===== config.mk =====
export PLATFORM = sky130hd
export DESIGN_NAME = watch_display_scan_flat
export DESIGN_NICKNAME = d
export VERILOG_FILES = /design/src/rtl/watch_pkg.sv /design/src/rtl/watch_display_scan_if.sv /design/src/rtl/seg7_decode.sv /design/src/rtl/watch_display_scan.sv /design/src/flat_wrapper.sv
export SDC_FILE = /design/constraint.sdc
export NUM_CORES = 1
export LEC_CHECK = 0
export CORE_ASPECT_RATIO = 1.25
export CORE_MARGIN = 2
export CORE_UTILIZATION = 42
export CTS_CLUSTER_SIZE = 24
export DETAILED_ROUTE_END_ITERATION = 7
export HOLD_SLACK_MARGIN = 0.08
export PLACE_DENSITY = 0.76
export SYNTH_ARGS = -nofsm -noshare
export SYNTH_HDL_FRONTEND = slang
export SYNTH_SLANG_ARGS = --single-unit
export TNS_END_PERCENT = 1

===== constraint.sdc =====
create_clock -name clk -period 1.66 [get_ports clk]
set_input_delay 0.166 -clock clk [delete_from_list [all_inputs] [get_ports clk]]
set_output_delay 0.166 -clock clk [all_outputs]
set_load 0.005 [all_outputs]

===== src/rtl/watch_pkg.sv =====
// Shared definitions for the watch display path.
//   mode_e      : FSM mode encodings as driven on state_in
//   DIG_*       : scan/edit digit indices, 0 = leftmost (hours tens)
//   SEG_BLANK   : all segments off (active-low)
//   SEG_DASH    : middle bar only, shown for non-BCD values
//   bcd_to_seg  : BCD to {g,f,e,d,c,b,a} active-low segment pattern
package watch_pkg;

  typedef enum logic [1:0] {
    MODE_NORMAL    = 2'd0,
    MODE_SET_TIME  = 2'd1,
    MODE_SET_ALARM = 2'd2,
    MODE_STOPWATCH = 2'd3
  } mode_e;

  localparam logic [1:0] DIG_HH_T = 2'd0;
  localparam logic [1:0] DIG_HH_U = 2'd1;
  localparam logic [1:0] DIG_MM_T = 2'd2;
  localparam logic [1:0] DIG_MM_U = 2'd3;

  localparam logic [6:0] SEG_BLANK = 7'h7F;
  localparam logic [6:0] SEG_DASH  = 7'b0111111;

  function automatic logic [6:0] bcd_to_seg(input logic [3:0] bcd);
    logic [6:0] seg;
    case (bcd)
      4'd0:    seg = 7'b1000000;
      4'd1:    seg = 7'b1111001;
      4'd2:    seg = 7'b0100100;
      4'd3:    seg = 7'b0110000;
      4'd4:    seg = 7'b0011001;
      4'd5:    seg = 7'b0010010;
      4'd6:    seg = 7'b0000010;
      4'd7:    seg = 7'b1111000;
      4'd8:    seg = 7'b0000000;
      4'd9:    seg = 7'b0010000;
      default: seg = SEG_DASH;
    endcase
    return seg;
  endfunction

endpackage


===== src/rtl/watch_display_scan_if.sv =====
// Connection between the watch FSM (master) and the display scanner (slave).
//   state_in   : FSM mode (watch_pkg::mode_e encoding)
//   edit_digit : digit under edit in the set modes
//   hh_*/mm_*  : time BCD digits
//   ah_*/am_*  : alarm BCD digits
//   sw_*       : stopwatch mm:ss BCD digits
//   an/seg/dp  : active-low display drive produced by the scanner
interface watch_display_scan_if;
  logic [1:0] state_in;
  logic [1:0] edit_digit;
  logic [3:0] hh_t, hh_u, mm_t, mm_u;
  logic [3:0] ah_t, ah_u, am_t, am_u;
  logic [3:0] sw_mt, sw_mu, sw_st, sw_su;
  logic [3:0] an;
  logic [6:0] seg;
  logic       dp;

  modport master (
    output state_in, edit_digit,
    output hh_t, hh_u, mm_t, mm_u,
    output ah_t, ah_u, am_t, am_u,
    output sw_mt, sw_mu, sw_st, sw_su,
    input  an, seg, dp
  );

  modport slave (
    input  state_in, edit_digit,
    input  hh_t, hh_u, mm_t, mm_u,
    input  ah_t, ah_u, am_t, am_u,
    input  sw_mt, sw_mu, sw_st, sw_su,
    output an, seg, dp
  );
endinterface


===== src/rtl/seg7_decode.sv =====
// Combinational BCD to 7-segment decoder.
//   bcd_i : 4-bit digit; 10-15 decode to a dash
//   seg_o : {g,f,e,d,c,b,a}, active-low
module seg7_decode
  import watch_pkg::*;
(
  input  logic [3:0] bcd_i,
  output logic [6:0] seg_o
);

  always_comb begin
    seg_o = bcd_to_seg(bcd_i);
  end

endmodule


===== src/rtl/watch_display_scan.sv =====
// Four-digit common-anode 7-segment scanner for the watch.
// Drives one digit at a time for SCAN_DIV cycles, selecting time, alarm or stopwatch digits
// by mode, blinking the edited digit in the set modes and driving the colon on the hours-units DP.
//   clk : system clock, rising edge
//   rst : asynchronous active-high reset
//   bus : watch_display_scan_if.slave (FSM digits/mode in, an/seg/dp out, all registered)
// Build option: define WATCH_DISP_LZB_EN for leading-zero blanking of digit 0 in NORMAL and
// STOPWATCH modes.
module watch_display_scan
  import watch_pkg::*;
#(
  parameter int unsigned SCAN_DIV  = 1000,
  parameter int unsigned BLINK_DIV = 64
) (
  input logic                 clk,
  input logic                 rst,
  watch_display_scan_if.slave bus
);

  localparam int unsigned ScanW  = $clog2(SCAN_DIV);
  localparam int unsigned FrameW = (BLINK_DIV > 1) ? $clog2(BLINK_DIV) : 1;
  localparam logic [ScanW-1:0]  ScanLast  = ScanW'(SCAN_DIV - 1);
  localparam logic [FrameW-1:0] FrameLast = FrameW'(BLINK_DIV - 1);

  logic [ScanW-1:0]  scan_cnt_q, scan_cnt_d;
  logic [1:0]        idx_q, idx_d;
  logic [FrameW-1:0] frame_cnt_q, frame_cnt_d;
  logic              blink_ph_q, blink_ph_d;
  logic [1:0]        state_prev_q, edit_prev_q;
  logic [3:0]        an_q, an_d;
  logic [6:0]        seg_q, seg_d;
  logic              dp_q, dp_d;

  mode_e      mode;
  logic       scan_wrap, frame_wrap, restart, blink_eff;
  logic       set_mode, blank_edit, lz_blank;
  logic [15:0] src;
  logic [3:0]  digit_sel;
  logic [6:0]  dec_seg;

  assign mode = mode_e'(bus.state_in);

  // Scan position and blink timebase.
  always_comb begin
    scan_wrap   = (scan_cnt_q == ScanLast);
    frame_wrap  = scan_wrap && (idx_q == DIG_MM_U);
    restart     = (bus.state_in != state_prev_q) || (bus.edit_digit != edit_prev_q);
    scan_cnt_d  = scan_wrap ? '0 : scan_cnt_q + ScanW'(1);
    idx_d       = scan_wrap ? idx_q + 2'd1 : idx_q;
    frame_cnt_d = frame_cnt_q;
    blink_ph_d  = blink_ph_q;
    if (restart) begin
      frame_cnt_d = '0;
      blink_ph_d  = 1'b0;
    end else if (frame_wrap) begin
      if (frame_cnt_q == FrameLast) begin
        frame_cnt_d = '0;
        blink_ph_d  = ~blink_ph_q;
      end else begin
        frame_cnt_d = frame_cnt_q + FrameW'(1);
      end
    end
    // A mode/field change shows the new field lit from its very first output cycle.
    blink_eff = restart ? 1'b0 : blink_ph_q;
  end

  // Source and digit mux, packed leftmost digit first.
  always_comb begin
    src = {bus.hh_t, bus.hh_u, bus.mm_t, bus.mm_u};
    case (mode)
      MODE_NORMAL, MODE_SET_TIME: src = {bus.hh_t, bus.hh_u, bus.mm_t, bus.mm_u};
      MODE_SET_ALARM:             src = {bus.ah_t, bus.ah_u, bus.am_t, bus.am_u};
      MODE_STOPWATCH:             src = {bus.sw_mt, bus.sw_mu, bus.sw_st, bus.sw_su};
      default:                    src = {bus.hh_t, bus.hh_u, bus.mm_t, bus.mm_u};
    endcase
    case (idx_q)
      DIG_HH_T: digit_sel = src[15:12];
      DIG_HH_U: digit_sel = src[11:8];
      DIG_MM_T: digit_sel = src[7:4];
      default:  digit_sel = src[3:0];
    endcase
  end

  seg7_decode u_seg7_decode (
    .bcd_i (digit_sel),
    .seg_o (dec_seg)
  );

  // Output stage: anode, segment override and colon.
  always_comb begin
    set_mode   = (mode == MODE_SET_TIME) || (mode == MODE_SET_ALARM);
    blank_edit = set_mode && blink_eff && (idx_q == bus.edit_digit);
`ifdef WATCH_DISP_LZB_EN
    lz_blank   = (idx_q == DIG_HH_T) && (digit_sel == 4'd0) &&
                 ((mode == MODE_NORMAL) || (mode == MODE_STOPWATCH));
`else
    lz_blank   = 1'b0;
`endif
    an_d  = ~(4'b1000 >> idx_q);
    seg_d = (blank_edit || lz_blank) ? SEG_BLANK : dec_seg;
    dp_d  = 1'b1;
    if (idx_q == DIG_HH_U) begin
      case (mode)
        MODE_NORMAL:    dp_d = blink_eff;
        MODE_STOPWATCH: dp_d = 1'b0;
        default:        dp_d = 1'b1;
      endcase
    end
  end

  always_ff @(posedge clk or posedge rst) begin
    if (rst) begin
      scan_cnt_q   <= '0;
      idx_q        <= '0;
      frame_cnt_q  <= '0;
      blink_ph_q   <= 1'b0;
      state_prev_q <= '0;
      edit_prev_q  <= '0;
      an_q         <= 4'b1111;
      seg_q        <= SEG_BLANK;
      dp_q         <= 1'b1;
    end else begin
      scan_cnt_q   <= scan_cnt_d;
      idx_q        <= idx_d;
      frame_cnt_q  <= frame_cnt_d;
      blink_ph_q   <= blink_ph_d;
      state_prev_q <= bus.state_in;
      edit_prev_q  <= bus.edit_digit;
      an_q         <= an_d;
      seg_q        <= seg_d;
      dp_q         <= dp_d;
    end
  end

  assign bus.an  = an_q;
  assign bus.seg = seg_q;
  assign bus.dp  = dp_q;

endmodule

===== src/flat_wrapper.sv =====
// flat-port wrapper written by rule: the top's interface ports become plain ports
module watch_display_scan_flat import watch_pkg::*;
#(
  parameter int unsigned SCAN_DIV  = 1000,
  parameter int unsigned BLINK_DIV = 64
)
  (clk, rst, bus_state_in, bus_edit_digit, bus_hh_t, bus_hh_u, bus_mm_t, bus_mm_u, bus_ah_t, bus_ah_u, bus_am_t, bus_am_u, bus_sw_mt, bus_sw_mu, bus_sw_st, bus_sw_su, bus_an, bus_seg, bus_dp);
  watch_display_scan_if bus_i ();
  input logic clk;
  input logic rst;
  input wire logic [$bits(bus_i.state_in)-1:0] bus_state_in;
  input wire logic [$bits(bus_i.edit_digit)-1:0] bus_edit_digit;
  input wire logic [$bits(bus_i.hh_t)-1:0] bus_hh_t;
  input wire logic [$bits(bus_i.hh_u)-1:0] bus_hh_u;
  input wire logic [$bits(bus_i.mm_t)-1:0] bus_mm_t;
  input wire logic [$bits(bus_i.mm_u)-1:0] bus_mm_u;
  input wire logic [$bits(bus_i.ah_t)-1:0] bus_ah_t;
  input wire logic [$bits(bus_i.ah_u)-1:0] bus_ah_u;
  input wire logic [$bits(bus_i.am_t)-1:0] bus_am_t;
  input wire logic [$bits(bus_i.am_u)-1:0] bus_am_u;
  input wire logic [$bits(bus_i.sw_mt)-1:0] bus_sw_mt;
  input wire logic [$bits(bus_i.sw_mu)-1:0] bus_sw_mu;
  input wire logic [$bits(bus_i.sw_st)-1:0] bus_sw_st;
  input wire logic [$bits(bus_i.sw_su)-1:0] bus_sw_su;
  output wire logic [$bits(bus_i.an)-1:0] bus_an;
  output wire logic [$bits(bus_i.seg)-1:0] bus_seg;
  output wire logic [$bits(bus_i.dp)-1:0] bus_dp;
  assign bus_i.state_in = bus_state_in;
  assign bus_i.edit_digit = bus_edit_digit;
  assign bus_i.hh_t = bus_hh_t;
  assign bus_i.hh_u = bus_hh_u;
  assign bus_i.mm_t = bus_mm_t;
  assign bus_i.mm_u = bus_mm_u;
  assign bus_i.ah_t = bus_ah_t;
  assign bus_i.ah_u = bus_ah_u;
  assign bus_i.am_t = bus_am_t;
  assign bus_i.am_u = bus_am_u;
  assign bus_i.sw_mt = bus_sw_mt;
  assign bus_i.sw_mu = bus_sw_mu;
  assign bus_i.sw_st = bus_sw_st;
  assign bus_i.sw_su = bus_sw_su;
  assign bus_an = bus_i.an;
  assign bus_seg = bus_i.seg;
  assign bus_dp = bus_i.dp;
  watch_display_scan #(.SCAN_DIV(SCAN_DIV), .BLINK_DIV(BLINK_DIV)) u_core (.clk(clk), .rst(rst), .bus(bus_i));
endmodule

## Word level (Yosys, flattened, before mapping)

Memory sizes are Yosys's and may differ from the RTL's.
Cells that the tools add are included.
W data, S select, Z words.

- Register bits after elaboration: 35
- Latch bits: 0
- Bits in writable memories: 0
- Memory bits (read-only): 112
- Input port bits: 54
- Output and inout bits: 12
- Logic and storage cells: 51
- Memories: 1

Memories:

| name | words | bits a word | read ports | clocked after Yosys merged registers in | write ports | RTL line | RTL |
|---|---|---|---|---|---|---|---|
| (no name shown) | 16 | 7 | 1 | 0 | 0 | watch_pkg.sv:26 | `case (bcd)` |

- $add $sub $neg: 3
- Multipliers: 0
- Div/mod/pow operators: 0
- $lt $le $gt $ge: 0
- Eq/ne operators: 11
- Shift operators: 1
- Multiplexer cells: 13
- Bitwise gates (word level): 2
- Reduce and logical (&&, ||, !) cells: 11

Operators by type and width:

| operator | count |
|---|---|
| $pmux W16 S3 | 1 |
| $mux W6 | 3 |
| $pmux W4 S3 | 1 |
| $add A10 B1 Y10 const B | 1 |
| $eq A10 B10 Y1 const B | 1 |
| $mux W10 | 1 |
| $eq A2 B2 Y1 const B | 4 |
| $mux W7 | 1 |
| $add A6 B1 Y6 const B | 1 |
| $eq A6 B6 Y1 const B | 1 |
| $mux W1 | 5 |
| $eq A2 B1 Y1 const B | 2 |
| $logic_not A2 Y1 | 2 |
| $ne A2 B2 Y1 | 2 |
| $not A4 Y4 | 1 |
| $reduce_bool A2 Y1 | 2 |
| $shr A4 B2 Y4 const A | 1 |
| $logic_and A1 B1 Y1 | 3 |
| $add A2 B1 Y2 const B | 1 |
| $eq A2 B2 Y1 | 1 |
| $logic_or A1 B1 Y1 | 2 |
| $pmux W1 S2 | 1 |
| $reduce_and A2 Y1 | 1 |
| $reduce_or A2 Y1 | 1 |
| $not A1 Y1 | 1 |

## Longest topological paths before layout

- Word-level depth: 6
- Gate-level depth with buffers: 11

## Hierarchy

From an unflattened synthesis, not the netlist that was laid out.

- Cells, all modules: 222
- Area total of the unflattened synthesis: 2,207.1 sq um

By module, submodules not included:

| module | instances | cells each | area each (sq um) |
|---|---|---|---|
| watch_display_scan | 1 | 191 | 1,966.9 |
| seg7_decode | 1 | 31 | 240.2 |

## Worst setup path before layout

No wires, ideal clock.

- Path type: input to register
- Start: in bus_state_in[0]
- End: reg u_core.seg_q[3], in the netlist u_core.bus.seg[3]
- Setup time: 0.089 ns
- Arrival time: 1.768 ns
- Data required time: 1.571 ns
- Setup slack: -0.197 ns
- Stages: 11
- Path buffers: 1
- Path through: inv_1 -> ha_1 -> buf_2 -> nor3b_1 -> o21ai_0 -> a41oi_2 -> inv_1 -> ha_1 -> inv_1 -> o21ai_0 -> nand3_1

- Word-level cells in the longest chain between the ends: 6
- Elaborated cells between the ends (all ways): 15

RTL lines:

| item | RTL line | RTL |
|---|---|---|
| from (decl) | flat_wrapper.sv:11 | `input wire logic [$bits(bus_i.state_in)-1:0] bus_state_in;` |
| $eq A2 B1 Y1 (tied with other cells) | watch_display_scan.sv:70, watch_display_scan.sv:91 |  |
| $reduce_or A2 Y1 / $logic_or A1 B1 Y1 (equally long branches) | watch_display_scan.sv:70, watch_display_scan.sv:47 |  |
| $pmux W16 S3 / $mux W1 (equally long branches) | watch_display_scan.sv:70, watch_display_scan.sv:64 |  |
| $pmux W4 S3 / $logic_and A1 B1 Y1 (equally long branches) | watch_display_scan.sv:76, watch_display_scan.sv:92 |  |
| $mem_v2 Z16 W7 / $logic_and A1 B1 Y1 (equally long branches) | - |  |
| $mux W7 * | watch_display_scan.sv:100 | `seg_d = (blank_edit \|\| lz_blank) ? SEG_BLANK : dec_seg;` |
| via u_core.seg_d[3] | watch_display_scan.sv:31 | `logic [6:0] seg_q, seg_d;` |
| to (signal assigned) | watch_display_scan.sv:130 | `seg_q <= seg_d;` |
| to (decl) | watch_display_scan.sv:31 |  |

Mark *: on every way through the listed nets, which the timed path passes. The rest lies on a longest branch.
A chain may end at the register's enable or synchronous reset.

## Worst setup path in the final report

- Start: in bus_state_in[1]
- End: reg u_core.seg_q[0], in the netlist u_core.bus.seg[0]

Same word-level chain as after synthesis.

==> results.tsv <==
stage	metric	value	unit
outcome	status	complete, but fails checks	
outcome	failing checks	setup timing	
layout	share of cells above drive strength 1	36.9	%
worst_hold_path	hold endpoint	u_core.state_prev_q[0]$_DFF_PP0_	
pwr	Pint	1830	uW
critical_path	Top cell by count, worst path	buf_4	
critical_path	WP data arrival	2170	ps
cts	Max clock buf depth	2	
drt	Avg WL per Cell	17.3	um
critical_path	Critical Path RT	1870	ps
drt	average via count per standard cell	5.67	
grt	maximum number of pins on one net before global-route repair	36	
timing	RSZ-0062 raised after global routing	true	
floorplanning	Core ar.	5010	sq um
logic_synthesis	Syn. warnings	0	
logic_synthesis	syn avg cell area	9.87	sq um
floorplanning	DIE WIDTH	68.2	um
worst_hold_path	hold path depth	2	
worst_hold_path	HP Class	primary input to register	
floorplanning	Die Y	84.2	um
place	# placed instances	373	
layout	synthesis-to-finish area growth	68.7	%
drt	drt initial violations	106	
timing	Clock Skew	5.86	ps
layout	ANT cells	0	
critical_path	crit end category	register	
critical_path	r2r setup slk	-260	ps
logic_synthesis	Mapped Nets	286	
timing	Slew Limit Fails	0	
logic_synthesis	post-synthesis instance total	219	
critical_path	FF-to-FF path depth	8	
critical_path	Setup crit start kind	primary input	
logic_synthesis	main combinational cell family by area after synthesis	compound AO/OA/AOI/OAI gates	
critical_path	Setup CP Type	primary input to register	
critical_path	largest delay contributor family on the critical path	compound AO/OA/AOI/OAI gates	
layout	multi-input logic area	1360	sq um
grt	global-route wire length before repair	10.4	mm
critical_path	max incr delay on CP	320	ps
cts	Root Driver	clkbuf_8	
layout	fill cell count	326	
logic_synthesis	cell area after synthesis	2160	sq um
pwr	Flop pwr share	38.1	%
grt	gr ovfl total	0	
floorplanning	Initial Util	43.2	%
logic_synthesis	Yosys cell types	49	
pwr	Net Switching	574	uW
logic_synthesis	Synth area leader	dfrtp_1	
critical_path	Reg2Reg Launch Point	u_core.idx_q[1]$_DFFE_PP0N_	
cts	CTS H-tree depth	2	
layout	final net count	397	
logic_synthesis	flip-flop and latch count after synthesis	35	
critical_path	Worst Path Buf+Inv	4	
drt	WL final	6.79	mm
layout	fin cells	393	
place	Place WS	-901	ps
place	placed wire-length estimate	4.05	mm
drt	ANT nets after route	0	
drt	Vias	2227	
timing	final setup margin	-296	ps
critical_path	r2r endpoint	u_core.bus.seg[0]$_DFF_PP1_	
cts	worst skew pair latency	300	ps
pwr	Overall Power	2400	uW
grt	initial antenna violation count	0	
layout	Reg area	893	sq um
critical_path	Max stage delay cell, worst path	a21boi_1	
floorplanning	I/O Pins	66	
drt	DRC Markers	0	
critical_path	Worst Path Max Fanout	10	
logic_synthesis	register area share after synthesis	41.2	%
worst_hold_path	HP Start	bus_state_in[0]	
flow_run	Max-Cap Viols	0	
grt	vias in the first global route	2252	
logic_synthesis	complex-gate fraction of the synthesized area	22.3	%
timing	Fin. Hold Viols	0	
drt	DRT Pass-1 Iters	4	
timing	Rel. slew slack	70.8	%
cts	CTS clk-pin slew, worst paths	80	ps
floorplanning	die area	5740	sq um
pwr	leakage	0.00149	uW
logic_synthesis	dominant cells by area after synthesis	dfrtp_1, dfstp_2, ha_1	
timing	worst-margin pin slew	438	ps
pwr	power share of the combinational group	22.9	%
timing	endpoints failing setup	13	
pwr	pwr dens	659	nW/um^2
cts	clk sinks	35	
logic_synthesis	mux contribution to synthesized area	0	%
place	GPL Wtd Cong	0.862	
critical_path	crit-path cells	clkdlybuf4s15_2 > buf_4 > ha_4 > buf_12 > a22o_1 > o21ai_1 > a41oi_1 > buf_4 > a21boi_1 > nand3_2	
logic_synthesis	simple-gate area share of the yosys netlist	17.4	%
timing	crit share post-route	118	%
pwr	power share of the clock group	39.1	%
layout	final core occ	72.8	%
floorplanning	row count	29	
logic_synthesis	adder and majority gate portion of the synthesized area	7.52	%
pwr	switching part of the total	23.9	%
place	Buffers on Ports	65	
logic_synthesis	Synth async-reset ratio	100	%
cts	# hold bufs at CTS	0	
logic_synthesis	post-synthesis xor/xnor area fraction	5.27	%
timing	minimum clock period	1960	ps
timing	worst hold slack	256	ps
logic_synthesis	number of flops mapped to enable cells by yosys	0	
pwr	peak supply drop	0.428	mV
grt	GRT Util Overall	24.3	%
cts	cts bufs inserted	5	
logic_synthesis	top cell type's share of synthesized area	26.6	%
timing	fmax	511	MHz
cts	CTS tree	done	
logic_synthesis	prevailing post-synth register cell	dfrtp_1	
-- layout by cell type (no fill, tap or decap), types with 6 or more instances in the layout --
cell             count
a21oi_1              6
o21ai_2              6
nand3_1              8
nor2_1              13
nor3b_1              7
o21ai_1             10
a22o_1              17
nand2_1              9
dfrtp_1             21
ha_4                 7
clkdlybuf4s50_1     63
buf_4               38
xor2_1               6
buf_6                6
xnor2_1              7
o21ai_0              7
dfstp_2             12
inv_1                9
-- layer usage --
layer	routed length [um]	vias to the layer above	GRT usage [%]	share of wire (%)
met5	0	-	0	0
met4	214	0	10.9	3.2
met3	337	19	5.23	5.0
met2	3820	89	42.8	56
met1	2420	1094	27.2	36
li1	-	1025	-	-
-- logic make-up after synthesis --
group                    count (synthesis)
AO/OA/AOI/OAI                           68
XOR/XNOR                                13
adder cells (fa/ha/maj)                 13
buffers and inverters                   25
flip-flops                              35
AND/OR/NAND/NOR                         65
-- timing repair --
action                                  CTS  global route
resized for setup                        45            24
setup buffers                             9             1
cloned                                    2             0
pin swaps                                13            11
endpoints found under the setup margin   12            14
-- power groups by stage --
stage                     sequential, uW  combinational, uW  clock (uW)
final                                916                549         939
after global routing                 919                588         998
after CTS                            915                511         942
after detailed placement             930                440           0
after global placement               931                434           0
after floorplan                      933                184           0
-- cell type report --
cell class | count | area share (%)
multi-input cells | 159 | 37.3
clock inverters | 3 | 1.85
inverters | 15 | 1.61
repair buffers | 114 | 30.7
clock buffers | 5 | 1.89
well taps | 62 | 2.13
flip-flops and latches | 35 | 24.5
-- sequential cells by signal, summed over array words and instances, names as in the netlist --
name	count
u_core.scan_cnt_q	10
u_core.bus.seg	7
u_core.frame_cnt_q	6
u_core.bus.an	4
u_core.edit_prev_q	2
u_core.idx_q	2
u_core.state_prev_q	2
u_core.blink_ph_q	1
u_core.bus.dp	1
-- cell usage after synthesis, types with 6 or more instances --
master and n:
a21oi_1 7, nor3b_1 14, dfstp_2 12, ha_1 13, o21ai_0 20, a22o_1 17
dfrtp_1 23, nor2_1 15, nand2_1 9, a211oi_1 6, xor2_1 6, nand3_1 10
inv_1 13, xnor2_1 7
-- worst max-delay path by stage --
stage,from,to,cells past startpoint
floorplan,u_core.idx_q[0]$_DFFE_PP0N_,u_core.bus.seg[3]$_DFF_PP1_,9
global placement,bus_state_in[0],u_core.bus.seg[3]$_DFF_PP1_,12
detailed placement,bus_state_in[0],u_core.bus.seg[0]$_DFF_PP1_,10
CTS,u_core.idx_q[1]$_DFFE_PP0N_,u_core.blink_ph_q$_DFFE_PP0P_,6
global route,bus_state_in[1],u_core.bus.seg[3]$_DFF_PP1_,10
finish,bus_state_in[1],u_core.bus.seg[0]$_DFF_PP1_,10
-- metrics by stage --
step | setup TNS [ps] | area, sq um
finish | -2170 | 3650
global placement | -6150 | 3130
CTS | -1780 | 3560
detailed placement | -6630 | 3130
floorplan | -845 | 2200
global route | -2900 | 3650
Note: power is estimated with default switching activity, not from simulation.
